<file path="config.mk">
export PLATFORM = sky130hd
export DESIGN_NAME = hi_xcorr_deserializer_flat
export DESIGN_NICKNAME = d
export VERILOG_FILES = /design/src/rtl/hi_xcorr_deserializer_if.sv /design/src/rtl/hi_xcorr_deserializer.sv /design/src/flat_wrapper.sv
export SDC_FILE = /design/constraint.sdc
export NUM_CORES = 1
export LEC_CHECK = 0
export CORE_MARGIN = 8
export CORE_UTILIZATION = 63
export DETAILED_ROUTE_END_ITERATION = 7
export PLACE_DENSITY = 0.91
export SLEW_MARGIN = 40
export SYNTH_ARGS = -nofsm -noshare
export SYNTH_HDL_FRONTEND = slang
export SYNTH_SLANG_ARGS = --single-unit
</file>
<file path="constraint.sdc">
create_clock -name ck_1356meg -period 6.34 [get_ports ck_1356meg]
set_input_delay 1.268 -clock ck_1356meg [delete_from_list [all_inputs] [get_ports ck_1356meg]]
set_output_delay 1.268 -clock ck_1356meg [all_outputs]
set_load 0.02 [all_outputs]
</file>
<file path="src/rtl/hi_xcorr_deserializer_if.sv">
// Result stream from the correlator deserializer: one {I,Q,mag,carrier,amod} entry per beat.
// Valid/ready handshake; the producer holds the head stable while out_valid & ~out_ready.
interface hi_xcorr_deserializer_if;
  logic [7:0] out_i;
  logic [7:0] out_q;
  logic [8:0] out_mag;
  logic       out_carrier;
  logic [1:0] out_amod;
  logic       out_valid;
  logic       out_ready;

  modport master (
    output out_i, out_q, out_mag, out_carrier, out_amod, out_valid,
    input  out_ready
  );

  modport slave (
    input  out_i, out_q, out_mag, out_carrier, out_amod, out_valid,
    output out_ready
  );
endinterface

</file>
<file path="src/rtl/hi_xcorr_deserializer.sv">
// SSP correlator word deserializer with magnitude and carrier hysteresis; out_valid 2 cycles after the 16th bit.
// Results queue in a show-ahead FIFO; a word arriving while it is full is dropped and overflow sticks.
module hi_xcorr_deserializer #(
  parameter int FIFO_DEPTH  = 4,
  parameter int SYNC_STAGES = 2
) (
  input  logic       ck_1356meg,
  input  logic       reset_n,
  input  logic       ssp_clk,
  input  logic       ssp_frame,
  input  logic       ssp_din,
  input  logic       snoop,
  input  logic [8:0] thresh_hi,
  input  logic [8:0] thresh_lo,
  output logic       overflow,
  output logic       frame_err,
  hi_xcorr_deserializer_if.master res
);

  localparam int AW = (FIFO_DEPTH > 1) ? $clog2(FIFO_DEPTH) : 1;
  localparam logic [AW:0]   FULL_CNT = (AW+1)'(FIFO_DEPTH);
  localparam logic [AW:0]   CNT_ONE  = (AW+1)'(1);
  localparam logic [AW-1:0] PTR_ONE  = AW'(1);

  typedef struct packed {
    logic [7:0] i;
    logic [7:0] q;
    logic [8:0] mag;
    logic       carrier;
    logic [1:0] amod;
  } entry_t;

  function automatic logic [8:0] abs9(input logic [7:0] v);
    return v[7] ? (9'd256 - {1'b0, v}) : {1'b0, v};
  endfunction

  // {clk, frame, din} travel together so they stay cycle-aligned
  logic [2:0] sync_q [SYNC_STAGES];
  logic       clk_d;
  logic       s_clk, s_frame, s_din, sample;

  assign {s_clk, s_frame, s_din} = sync_q[SYNC_STAGES-1];
  assign sample = s_clk & ~clk_d;

  always_ff @(posedge ck_1356meg or negedge reset_n) begin
    if (!reset_n) begin
      for (int k = 0; k < SYNC_STAGES; k++) sync_q[k] <= '0;
      clk_d <= 1'b0;
    end else begin
      sync_q[0] <= {ssp_clk, ssp_frame, ssp_din};
      for (int k = 1; k < SYNC_STAGES; k++) sync_q[k] <= sync_q[k-1];
      clk_d <= s_clk;
    end
  end

  logic [15:0] sr;
  logic [4:0]  cnt;
  logic        word_done;

  // cnt==0 means "waiting for frame", cnt==16 means "word done, ignore bits until next frame"
  always_ff @(posedge ck_1356meg or negedge reset_n) begin
    if (!reset_n) begin
      sr        <= '0;
      cnt       <= '0;
      frame_err <= 1'b0;
      word_done <= 1'b0;
    end else begin
      frame_err <= 1'b0;
      word_done <= 1'b0;
      if (sample) begin
        if (s_frame) begin
          sr        <= {15'd0, s_din};
          cnt       <= 5'd1;
          frame_err <= (cnt != 5'd0) && (cnt != 5'd16);
        end else if ((cnt != 5'd0) && (cnt != 5'd16)) begin
          sr        <= {sr[14:0], s_din};
          cnt       <= cnt + 5'd1;
          word_done <= (cnt == 5'd15);
        end
      end
    end
  end

  logic [7:0] raw_i, raw_q, cor_i, cor_q;
  logic       s1_vld;
  logic [7:0] s1_i, s1_q;
  logic [8:0] s1_mag;
  logic [1:0] s1_amod;

  assign raw_i = sr[15:8];
  assign raw_q = sr[7:0];
  assign cor_i = snoop ? {raw_i[7:1], 1'b0} : raw_i;
  assign cor_q = snoop ? {raw_q[7:1], 1'b0} : raw_q;

  always_ff @(posedge ck_1356meg or negedge reset_n) begin
    if (!reset_n) begin
      s1_vld  <= 1'b0;
      s1_i    <= '0;
      s1_q    <= '0;
      s1_mag  <= '0;
      s1_amod <= '0;
    end else begin
      s1_vld <= word_done;
      if (word_done) begin
        s1_i    <= cor_i;
        s1_q    <= cor_q;
        s1_mag  <= abs9(cor_i) + abs9(cor_q);
        s1_amod <= snoop ? {raw_i[0], raw_q[0]} : 2'b00;
      end
    end
  end

  logic          carrier, carrier_nxt;
  logic [AW-1:0] wr_ptr, rd_ptr;
  logic [AW:0]   count;
  logic          vld, full, push, pop;
  entry_t        mem [FIFO_DEPTH];
  entry_t        new_entry, head;

  always_comb begin
    carrier_nxt = carrier;
    if (s1_mag >= thresh_hi)     carrier_nxt = 1'b1;
    else if (s1_mag < thresh_lo) carrier_nxt = 1'b0;
  end

  assign new_entry = '{i: s1_i, q: s1_q, mag: s1_mag, carrier: carrier_nxt, amod: s1_amod};
  assign vld  = (count != '0);
  assign full = (count == FULL_CNT);
  assign pop  = vld & res.out_ready;
  assign push = s1_vld & (~full | pop);

  // carrier advances on every completed word, even one that is dropped
  always_ff @(posedge ck_1356meg or negedge reset_n) begin
    if (!reset_n) begin
      carrier  <= 1'b0;
      wr_ptr   <= '0;
      rd_ptr   <= '0;
      count    <= '0;
      overflow <= 1'b0;
    end else begin
      if (s1_vld) carrier <= carrier_nxt;
      if (push) wr_ptr <= wr_ptr + PTR_ONE;
      if (pop)  rd_ptr <= rd_ptr + PTR_ONE;
      if (push && !pop)      count <= count + CNT_ONE;
      else if (pop && !push) count <= count - CNT_ONE;
      if (s1_vld && full && !pop) overflow <= 1'b1;
    end
  end

  always_ff @(posedge ck_1356meg) begin
    if (push) mem[wr_ptr] <= new_entry;
  end

  assign head            = mem[rd_ptr];
  assign res.out_valid   = vld;
  assign res.out_i       = vld ? head.i       : '0;
  assign res.out_q       = vld ? head.q       : '0;
  assign res.out_mag     = vld ? head.mag     : '0;
  assign res.out_carrier = vld ? head.carrier : 1'b0;
  assign res.out_amod    = vld ? head.amod    : '0;

endmodule

</file>
<file path="src/flat_wrapper.sv">
// flat-port wrapper written by rule: the top's interface ports become plain ports
module hi_xcorr_deserializer_flat 
#(
  parameter int FIFO_DEPTH  = 4,
  parameter int SYNC_STAGES = 2
)
  (ck_1356meg, reset_n, ssp_clk, ssp_frame, ssp_din, snoop, thresh_hi, thresh_lo, overflow, frame_err, res_out_i, res_out_q, res_out_mag, res_out_carrier, res_out_amod, res_out_valid, res_out_ready);
  hi_xcorr_deserializer_if res_i ();
  input  logic ck_1356meg;
  input  logic reset_n;
  input  logic ssp_clk;
  input  logic ssp_frame;
  input  logic ssp_din;
  input  logic snoop;
  input  logic [8:0] thresh_hi;
  input  logic [8:0] thresh_lo;
  output logic overflow;
  output logic frame_err;
  output wire logic [$bits(res_i.out_i)-1:0] res_out_i;
  output wire logic [$bits(res_i.out_q)-1:0] res_out_q;
  output wire logic [$bits(res_i.out_mag)-1:0] res_out_mag;
  output wire logic [$bits(res_i.out_carrier)-1:0] res_out_carrier;
  output wire logic [$bits(res_i.out_amod)-1:0] res_out_amod;
  output wire logic [$bits(res_i.out_valid)-1:0] res_out_valid;
  input wire logic [$bits(res_i.out_ready)-1:0] res_out_ready;
  assign res_out_i = res_i.out_i;
  assign res_out_q = res_i.out_q;
  assign res_out_mag = res_i.out_mag;
  assign res_out_carrier = res_i.out_carrier;
  assign res_out_amod = res_i.out_amod;
  assign res_out_valid = res_i.out_valid;
  assign res_i.out_ready = res_out_ready;
  hi_xcorr_deserializer #(.FIFO_DEPTH(FIFO_DEPTH), .SYNC_STAGES(SYNC_STAGES)) u_core (.ck_1356meg(ck_1356meg), .reset_n(reset_n), .ssp_clk(ssp_clk), .ssp_frame(ssp_frame), .ssp_din(ssp_din), .snoop(snoop), .thresh_hi(thresh_hi), .thresh_lo(thresh_lo), .overflow(overflow), .frame_err(frame_err), .res(res_i));
endmodule
</file>
* Word-level counts from Yosys, hierarchy flattened *
Memories as Yosys holds them, arrays and structs flattened.
Cells that the tools add are included.

storage, ports and cells
  memory bits (writable) = 112
  flip-flop bits (word level) = 67
  output and inout bits = 31
  memories = 1
  bits in read-only memories = 0
  bits in latches = 0
  input port bits = 25
  logic and storage cells = 74

memories
  name        depth  width  read ports  clocked after Yosys merged registers in  write ports  line                          RTL
  u_core.mem  4      28     1           0                                        1            hi_xcorr_deserializer.sv:117  entry_t mem [FIFO_DEPTH];

cells by class
  bitwise gates (word level) = 6
  equality and inequality tests = 3
  muxes and demuxes = 25
  multipliers = 0
  div/mod/pow operators = 0
  magnitude comparators = 2
  reduce and logical (&&, ||, !) cells = 12
  $add $sub $neg = 8
  shifts and indexed selects = 0

operators by type and width
  cell                 number
  $mux 16              2
  $mux 9               3
  $sub 9x8->9 const A  2
  $mux 8               2
  $mux 1               12
  $mux 5               2
  $add 9x9->9          1
  $ge 9x9->1           1
  $lt 9x9->1           1
  $mux 3               2
  $add 5x1->5 const B  1
  $eq 5x4->1 const B   1
  $logic_and 1x1->1    5
  $ne 5x5->1 const B   1
  $reduce_bool 5->1    1
  $add 2x1->2 const B  2
  $mux 2               2
  $reduce_bool 2->1    2
  $add 3x1->3 const B  1
  $and 1x1->1          3
  $eq 3x3->1 const B   1
  $reduce_bool 3->1    1
  $sub 3x1->3 const B  1
  $logic_not 1->1      2
  other kinds (3)      4

* Logic depth before layout (Yosys ltp) *
Gate-level depths: netlist (run 1).

  depth after elaboration = 8
  gate-level depth with buffers = 12
  mapped depth without buffers = 12

* Worst setup path before layout (run 1) *
OpenSTA, ideal clock, no wires.

  path kind = input to register
  start point = input snoop
  end point = register u_core.s1_mag[6]
  stages = 11
  buffers on the path = 0
  path slack = 2.903 ns
  setup time = 0.065 ns
  data arrival time = 3.372 ns
  data required time = 6.275 ns
  cells stage by stage = nor2b_1 > inv_1 > ha_1 > nand2b_1 > xnor2_1 > ha_1 > nor2b_4 > o31a_1 > or3_1 > a32oi_1 > mux2_2

between the ends
  cells in the longest elaborated chain, start to end = 4
  elaborated cells on any way between the ends = 7
  those cells by class = add/sub: 3; mux: 4

ends and longest elaborated chain
  item                       line                                                      RTL
  start: declaration         flat_wrapper.sv:14                                        input logic snoop;
  $mux 1 (on tied branches)  hi_xcorr_deserializer.sv:92, hi_xcorr_deserializer.sv:93
  $sub 9x8->9                hi_xcorr_deserializer.sv:34                               return v[7] ? (9'd256 - {1'b0, v}) : {1'b0, v};
  $mux 9                     hi_xcorr_deserializer.sv:34
  $add 9x9->9 *              hi_xcorr_deserializer.sv:107                              s1_mag <= abs9(cor_i) + abs9(cor_q);
  end signal: assignment     hi_xcorr_deserializer.sv:107
  end: declaration           hi_xcorr_deserializer.sv:87                               logic [8:0] s1_mag;

Mark *: on every way between the ends. The rest lies on a longest branch, timed or not.
A chain may end at the register's enable or synchronous reset.

* Final worst setup path (run 1) *
  start point = register u_core.rd_ptr[0]
  end point = output res_out_q[6]

between the ends
  cells in the longest elaborated chain, start to end = 2

ends and longest elaborated chain
  item                      line                          RTL
  start: declaration        hi_xcorr_deserializer.sv:114  logic [AW-1:0] wr_ptr, rd_ptr;
  start signal: assignment  hi_xcorr_deserializer.sv:143  if (pop) rd_ptr <= rd_ptr + PTR_ONE;
  $mem_v2 4x28              n/a
  $mux 8                    hi_xcorr_deserializer.sv:157  assign res.out_q = vld ? head.q : '0;
  end: declaration          flat_wrapper.sv:20            output wire logic [$bits(res_i.out_q)-1:0] res_out_q;

Every way passes these cells.

==> results.yml, run 1 <==
yosys:
  async_reset_ff_frac: 0.374
  synth_cells: 514
  synth.distinct_cells: 48
  synth_top_cell_by_area: "edfxtp_1"
  synthTopCellsByArea: "edfxtp_1 (43%), dfrtp_1 (21%), mux4_2 (8.0%)"
  yosysSeqAreaShare: 0.641
  yosysWarnings: 0
  syn_avg_cell_area_sq_um: 15.3
  ys_seq_elements: 179
  synth_top_area_share: 0.428
  syn_nets: 576
  synthFlopType: "edfxtp_1"
  synth_edf_count: 112
  synthesis.area_sq_um: 7860
sta:
  clock_skew_ns: 0.00676
  min_period_over_period: 0.604
  min_period_ns: 3.83
  fin_ws_ns: 2.51
  whs_ns: 0.352
  fmax_mhz: 261
  max_slew_margin: 0.565
  rsz0062_at_grt: "false"
  slew_violations: 0
  worst_pin_slew_ns: 0.651
  finalHoldViolations: 0
  finalSetupViolCount: 0
  setup_tns_ns: 0
global_route:
  antenna_found_initial: 0
  grt_overflow: 0
  grt_max_degree: 68
  grt_pass1_wl_mm: 25.6
  groute.usage.overall: 0.210
  grt_pass1_vias: 4842
setup_path:
  crit_start: "u_core.rd_ptr[0]"
  worstSetupEndpointType: "primary output"
  path_max_fanout: 30
  cp.required_ns: 5.07
  reg2reg_depth: 11
  crit_end: "res_out_q[6]"
  r2r-start: "u_core.sr[8]"
  rrSetupSlack_ns: 3.51
  arrival_ns: 2.56
  critPathLaunchType: "register"
  path_class: "register to primary output"
  worstReg2RegEnd: "u_core.s1_mag[6]"
power_and_ir_drop:
  p_leak_nw: 3.75
  irDropWorstVdd_mv: 0.187
  clkPwrFrac: 0.318
  p_per_area_nw_per_um2: 356
  intPower_w: 0.00233
  switching_power_w: 0.000938
  seq_power_share: 0.444
  switching_share: 0.287
  p_comb_frac: 0.238
routing:
  dr.pass1.iters: 5
  drtAntennaViolNets: 0
  post_drt_wl_per_cell_um: 20.8
  vias: 4544
  routed_wl_mm: 15.8
  drc: 0
  viasPerCell: 5.97
  drtIter0Drc: 382
die:
  design.core.area_sq_um: 12400
  die_y_um: 128
  die_w_um: 128
  dieArea_sq_um: 16300
  boundaryPins: 56
  fp-row-count: 41
  start_util: 0.633
clock_tree:
  cts_buffer_depth: 2
  clk_latency_ns: 0.42
  numCtsBuffers: 17
  htree_levels: 4
  cts_root_buf: "clkbuf_16"
  cts.sinks: 179
  post_cts_resized: 0
  hold_buffers: 0
  cts.clk_slew.worst_paths_ns: 0.06
  cts_tree: "built"
  cts_setup_buffers: 0
hold_path:
  holdCritPathClass: "register to register"
finish:
  drive_gt1_frac: 0.166
  seqCellArea_sq_um: 5040
  fin_nets: 638
  synthToLayoutAreaGrowth_pct: 17.0
  nFillCells: 769
  antenna_cells: 0
  final_common_cell: "edfxtp_1"
  multi_input_area_sq_um: 2580
  final_util: 0.740
  final_cell_mix: "edfxtp_1 (112), dfrtp_1 (65), clkdlybuf4s50_1 (54), inv_1 (41), ha_1 (35)"
placement:
  pre_cts_slack_ns: 2.24
  hpwl_mm: 10.2
  routabilityCongestion: 0.904
  numPortBuffers: 55
run:
  cap_violations: 0
outcome:
  status: "complete, no violations"
final cells by class:
class,count,area share
flip-flops and latches,179,0.549
clock inverters,12,0.0157
well taps,172,0.0234
multi-input cells,275,0.281
clock buffers,20,0.0486
repair buffers,62,0.0655
inverters,41,0.0167
state kept, by name, indices dropped and copies added, names as in the netlist, 2 cells and up:
register	count
u_core.sync_q	3
u_core.rd_ptr	2
u_core.mem	112
u_core.s1_amod	2
u_core.s1_i	8
u_core.s1_mag	9
u_core.cnt	5
u_core.s1_q	8
u_core.sr	16
u_core.count	3
u_core.wr_ptr	2
cells in the mapped netlist (2+ instances only):
master    instances
a211oi_1          4
a21o_1            4
a21oi_1           8
a22o_1           17
a31oi_1           3
and2_1           34
and3_1            2
buf_2             6
buf_4             2
clkbuf_1         11
dfrtp_1          67
edfxtp_1        112
fa_1              2
ha_1             35
inv_1            41
mux2_2           22
mux4_2           28
nand2_1          17
nand2b_1          5
nand3_1           7
nor2_1            9
nor2b_1           4
nor3_1            6
nor4_1            2
o21ai_0          21
o31ai_1           2
or3_1             5
xnor2_1          16
xor2_1            3
kinds of logic (layout without fill, tap and decap cells):
| group | count (synthesis) | count (layout) | share of synthesized area |
|---|---|---|---|
| mux | 51 | 51 | 0.113 |
| compound gates | 71 | 71 | 0.0632 |
| flops | 179 | 179 | 0.641 |
| xor+xnor | 19 | 19 | 0.0212 |
| simple gates | 97 | 97 | 0.0697 |
| fa+ha+maj | 37 | 37 | 0.0608 |
| buf+inv | 60 | 135 | 0.0306 |
through the flow:
step | std cells | cell area, sq um | total power [W]
2_1_floorplan | 514 | 7860 | 0.00195
4_1_cts | 761 | 9190 | 0.00329
3_5_place_dp | 729 | 8600 | 0.00226
6_report | 761 | 9190 | 0.00327
5_1_grt | 761 | 9190 | 0.00340
3_3_place_gp | 729 | 8590 | 0.00221
worst min-delay path by stage:
stage	startpoint	endpoint	slack [ns]	depth (start not counted)
after floorplan	u_core.sync_q[5]	u_core.s_clk	0.33	0
after global placement	u_core.sync_q[5]	u_core.s_clk	0.33	0
after detailed placement	u_core.sync_q[5]	u_core.s_clk	0.34	0
after CTS	u_core.sync_q[5]	u_core.s_clk	0.35	0
after global routing	u_core.sync_q[5]	u_core.s_clk	0.35	0
final	u_core.sync_q[5]	u_core.s_clk	0.35	0
worst max-delay path, cell delays in order (launching register included):
cell and delay (ns):
dfrtp_4 0.80, mux4_2 0.60, and2_1 0.18, clkdlybuf4s50_1 0.54
routing by layer:
metal | GRT usage | share of wire | up-vias
met1 | 0.250 | 0.40 | 2322
met5 | 0 | 0 | -
li1 | - | - | 2034
met2 | 0.354 | 0.52 | 151
met3 | 0.0553 | 0.056 | 37
met4 | 0.0923 | 0.027 | 0
power by group through the flow:
stage | sequential (W) | combinational [W] | clock (W)
floorplan | 0.00139 | 0.000560 | 0
finish | 0.00145 | 0.000779 | 0.00104
global route | 0.00147 | 0.000840 | 0.00109
global placement | 0.00146 | 0.000742 | 0
detailed placement | 0.00148 | 0.000779 | 0
CTS | 0.00145 | 0.000788 | 0.00105
Power figures use the tool's default switching activity.
==> run 2, diff against run 1 <==
--- a/config.mk
+++ b/config.mk
@@ -6,9 +6,9 @@
 export NUM_CORES = 1
 export LEC_CHECK = 0
 export CORE_MARGIN = 8
-export CORE_UTILIZATION = 63
+export CORE_UTILIZATION = 59
 export DETAILED_ROUTE_END_ITERATION = 7
-export PLACE_DENSITY = 0.91
+export PLACE_DENSITY = 0.86
 export SLEW_MARGIN = 40
 export SYNTH_ARGS = -nofsm -noshare
 export SYNTH_HDL_FRONTEND = slang
==> constraint.sdc (replaced) <==
create_clock -name ck_1356meg -period 3.69 [get_ports ck_1356meg]
set_input_delay 0.738 -clock ck_1356meg [delete_from_list [all_inputs] [get_ports ck_1356meg]]
set_output_delay 0.738 -clock ck_1356meg [all_outputs]
set_load 0.02 [all_outputs]
==> results.yml, run 2 (synthesis gave the netlist of run 1 again) <==
power_and_ir_drop:
  irDropWorstVdd_mv: 0.377
  p_leak_nw: 3.78
  p_per_area_nw_per_um2: 600
sta:
  max_slew_margin: 0.543
  setup_tns_ns: 0
  fmax_mhz: 303
  clock_skew_ns: 0.00688
  whs_ns: 0.142
  min_period_over_period: 0.893
  slew_violations: 0
  finalSetupViolCount: 0
  rsz0062_at_grt: "false"
  finalHoldViolations: 0
  min_period_ns: 3.29
  worst_pin_slew_ns: 0.683
setup_path:
  reg2reg_depth: 11
  crit_chain: "buf_12, mux4_2, and2_1, clkdlybuf4s50_1"
  r2r-start: "u_core.sr[0]"
  worstReg2RegEnd: "u_core.s1_mag[6]"
  rrSetupSlack_ns: 0.79
  path_max_fanout: 20
  crit_family: "buffers and inverters"
  cp.required_ns: 2.95
  critPathSlowestCell: "dfrtp_2"
  path_class: "register to primary output"
  critPathLaunchType: "register"
  worst-path-buf-inv: 2
  crit_path_max_incr_delay_ns: 0.61
  worstSetupEndpointType: "primary output"
  arrival_ns: 2.56
global_route:
  antenna_found_initial: 0
  grt_pass1_wl_mm: 25.5
  grt_max_degree: 37
  groute.usage.overall: 0.190
  grt_overflow: 0
  grt_pass1_vias: 4809
hold_path:
  holdCritPathClass: "input port to asynchronous set/reset pin"
run:
  cap_violations: 0
finish:
  largest_reg_flops: 112
  final_common_cell: "edfxtp_1"
  fin_nets: 641
  largestRegisters: "u_core.mem: 112 flops, u_core.sr: 16 flops, u_core.s1_mag: 9 flops"
  fin_cells: 768
  fin_area_sq_um: 9210
  seqCellArea_sq_um: 5040
  multi_input_area_sq_um: 2580
  nFillCells: 830
  antenna_cells: 0
  regMostFlops: "u_core.mem"
  synthToLayoutAreaGrowth_pct: 17.2
  drive_gt1_frac: 0.171
  final_cell_mix: "edfxtp_1 (112), dfrtp_1 (66), clkdlybuf4s50_1 (54), inv_1 (41), ha_1 (35)"
outcome:
  status: "complete, no violations"
placement:
  placed_cells: 736
  routabilityCongestion: 0.893
  place_area_sq_um: 8640
  numPortBuffers: 55
  hpwl_mm: 10.2
routing:
  dr.pass1.iters: 5
  drc: 0
  drtAntennaViolNets: 0
  post_drt_wl_per_cell_um: 20.6
  vias: 4516
  drtIter0Drc: 348
  viasPerCell: 5.88
  routed_wl_mm: 15.8
clock_tree:
  cts.sinks: 179
  numCtsBuffers: 17
  cts_tree: "built"
  cts_buffer_depth: 2
  clk_latency_ns: 0.43
  post_cts_resized: 0
  cts_setup_buffers: 0
  hold_buffers: 0
  cts.clk_slew.worst_paths_ns: 0.07
  htree_levels: 4
  cts_root_buf: "clkbuf_16"
die:
  start_util: 0.598
  dieArea_sq_um: 17300
  die_w_um: 131
  boundaryPins: 56
  design.core.area_sq_um: 13100
  die_y_um: 131
  fp-row-count: 42
-- run 2: changes by cell type in the layout (fill, tap and decap cells not counted), sizes merged --
cell	change
buf	+3
clkbuf	-3
clkinv	+3
inv	+3
bufinv	-2
clkinvlp	-1
-- run 2: area by class of cell --
class                   instances  area share
clock buffers                  17      0.0462
flip-flops and latches        179       0.547
repair buffers                 65      0.0701
inverters                      41      0.0167
multi-input cells             275       0.281
well taps                     176      0.0239
clock inverters                15      0.0148
-- run 2: worst register-to-register path, cell delays in order (launching register included) --
cell and delay [ns]:
dfrtp_1 0.40, nor2b_1 0.32, inv_1 0.09, ha_1 0.22, nand2b_1 0.15, xnor2_1 0.14, ha_1 0.35, nor2b_4 0.15
o31a_1 0.26, or3_1 0.34, a32oi_1 0.22, mux2_2 0.19
-- run 2: stage by stage --
step                      total power [W]  utilization  setup WS [ns]
after floorplan                   0.00332            -          0.783
after global placement            0.00380        0.658          0.179
after detailed placement          0.00386        0.658         0.0899
after CTS                         0.00557        0.701          0.327
after global routing              0.00576        0.701          0.252
final                             0.00552        0.701          0.395
-- run 2: power by group --
part	leakage, nW	internal (W)	total, W	switching (W)
Sequential	1.99	0.00226	0.00245	0.000195
Combinational	1.51	0.000728	0.00137	0.000642
Clock	0.279	0.000893	0.00170	0.000806
-- run 2: how the worst max path moves through the flow --
| stage | start | endpoint | slack (ns) | cells after the start |
|---|---|---|---|---|
| final | u_core.rd_ptr[0] | res_out_q[0] | 0.40 | 4 |
| after global routing | u_core.rd_ptr[0] | res_out_q[2] | 0.25 | 4 |
| after CTS | u_core.rd_ptr[0] | res_out_q[0] | 0.33 | 4 |
| after detailed placement | snoop | u_core.s1_mag[6] | 0.09 | 12 |
| after global placement | snoop | u_core.s1_mag[6] | 0.18 | 12 |
| after floorplan | snoop | u_core.s1_mag[6] | 0.78 | 11 |
-- run 2: layer usage --
layer  GRT usage  routed length, um  part of all wire
met4      0.0670                283             0.018
met1       0.216               6210              0.39
met3      0.0526                877             0.056
met5           0                  0                 0
met2       0.336               8410              0.53
==> variant, RTL diff (config.mk and constraints of run 2) <==
Compare `cnt` against `5'd15` with >= in place of ==. Comments in the files are not updated.
--- a/src/rtl/hi_xcorr_deserializer.sv
+++ b/src/rtl/hi_xcorr_deserializer.sv
@@ -77,3 +77,3 @@
           cnt       <= cnt + 5'd1;
-          word_done <= (cnt == 5'd15);
+          word_done <= (cnt >= 5'd15);
         end
Behaviour: no difference found for any inputs over 10 cycles, from zero or initial values and one cycle with reset_n low; that may be too few to reach the edited logic, so the function may still have changed.
==> variant against run 2 <==
Area after synthesis is 0.62% lower; sequential cell count stayed put; power is 9.0% lower; wire length is 3.8% lower; design area is 1.2% lower; clock power is 7% lower; setup slack worse by 0.061 ns; maximum frequency is 1.8% lower; critical endpoint is now res_out_mag[6]; largest power group unchanged; highest routed layer unchanged.
==> variant: results (changes against run 2) <==
Run status
  – Status: complete, no violations (unchanged)

Critical path
  – CP arrival: 2.62 ns (was 2.56 ns)
  – Crit path largest cell delay: 0.63 ns (was 0.61 ns)
  – End of the critical path: res_out_mag[6] (was res_out_q[0])
  – Crit path max fanout: 19 (was 20)

Finish
  – Share of layout cells above drive strength 1: 15.6% (was 17.1%)
  – # clk buffers: 20 (was 17)
  – Seq_cells: 179 (unchanged)
  – Final clock-cell share: 5.71% (was 6.10%)
  – Layout net count: 639 (was 641)
  – Multi-input gate count: 277 (was 275)
  – FILL cells: 844 (was 830)

Global route
  – Grt met3 use: 4.75% (was 5.26%)
  – Met1 usage: 23.0% (was 21.6%)
  – Total GRT Usage: 19.0% (about the same)
  – First-pass GRT wire length: 23.8 mm (was 25.5 mm)
  – Pin count of the biggest net entering global routing: 68 (was 37)

Placement
  – Detailed Place HPWL: 9.94 mm (was 10.2 mm)
  – Placed Area: 8570 sq um (was 8640 sq um)
  – Final GP Congestion: 0.897 (was 0.893)
  – Pre-CTS setup slack: 0.0474 ns (was 0.0899 ns)

Route
  – Drt initial violations: 366 (was 348)
  – WL met1: 6.12 mm (was 6.21 mm)
  – Metal2 WL: 7.94 mm (was 8.41 mm)
  – WL/cell: 19.8 um (was 20.6 um)
  – Metal3 WL: 822 um (was 877 um)
  – Via Count: 4447 (was 4516)

Timing
  – Slew @ Worst Pin: 0.748 ns (was 0.683 ns)
  – Hold WS: 0.358 ns (was 0.142 ns)
  – Final Skew: 0.00730 ns (was 0.00688 ns)

Synth
  – Mean Syn Cell Area: 15.3 sq um (about the same)
  – Top cells by area, synth: edfxtp_1 (43%), dfrtp_1 (21%), mux4_2 (8.1%), ha_1 (5.6%), mux2_2 (2.9%) (was edfxtp_1 (43%), dfrtp_1 (21%), mux4_2 (8.0%), ha_1 (5.6%), mux2_2 (3.2%))
  – Mapped Area: 7810 sq um (was 7860 sq um)
  – Post-synthesis sequential area ratio: 64.5% (was 64.1%)

Pwr
  – Peak supply drop: 0.000271 V (was 0.000377 V)
-- variant: cell count changes after synthesis, sizes merged, moves of 3 or more --
cell / before / now
o21ai: 21 / 27
inv: 41 / 38
nor3: 7 / 2
nor2: 9 / 12
clkbuf: 11 / 8
a22o: 17 / 13
-- variant: logic make-up after synthesis --
| kind of cell | count (synthesis) | share of synthesized area, % |
|---|---|---|
| adders and majority gates | 37 | 6.12 |
| AOI/OAI and AO/OA | 70 | 5.94 |
| buffers and inverters | 56 | 2.82 |
| xor gates and xnor gates | 22 | 2.47 |
| muxes | 49 | 11.1 |
| DFF | 179 | 64.5 |
| and+or+nand+nor | 99 | 7.02 |
-- variant: critical path, delay by kind of cell, from the launching register on --
family,cells,cell delay (ns)
muxes,1,0.58
and+or+nand+nor,1,0.18
buffers and inverters,2,0.79
DFF,1,0.63
-- variant: power by group --
part / total (mW) / switching, mW / internal [mW]
Sequential: 2.29 / 0.107 / 2.18
Clock: 1.58 / 0.724 / 0.861
Combinational: 1.16 / 0.565 / 0.592
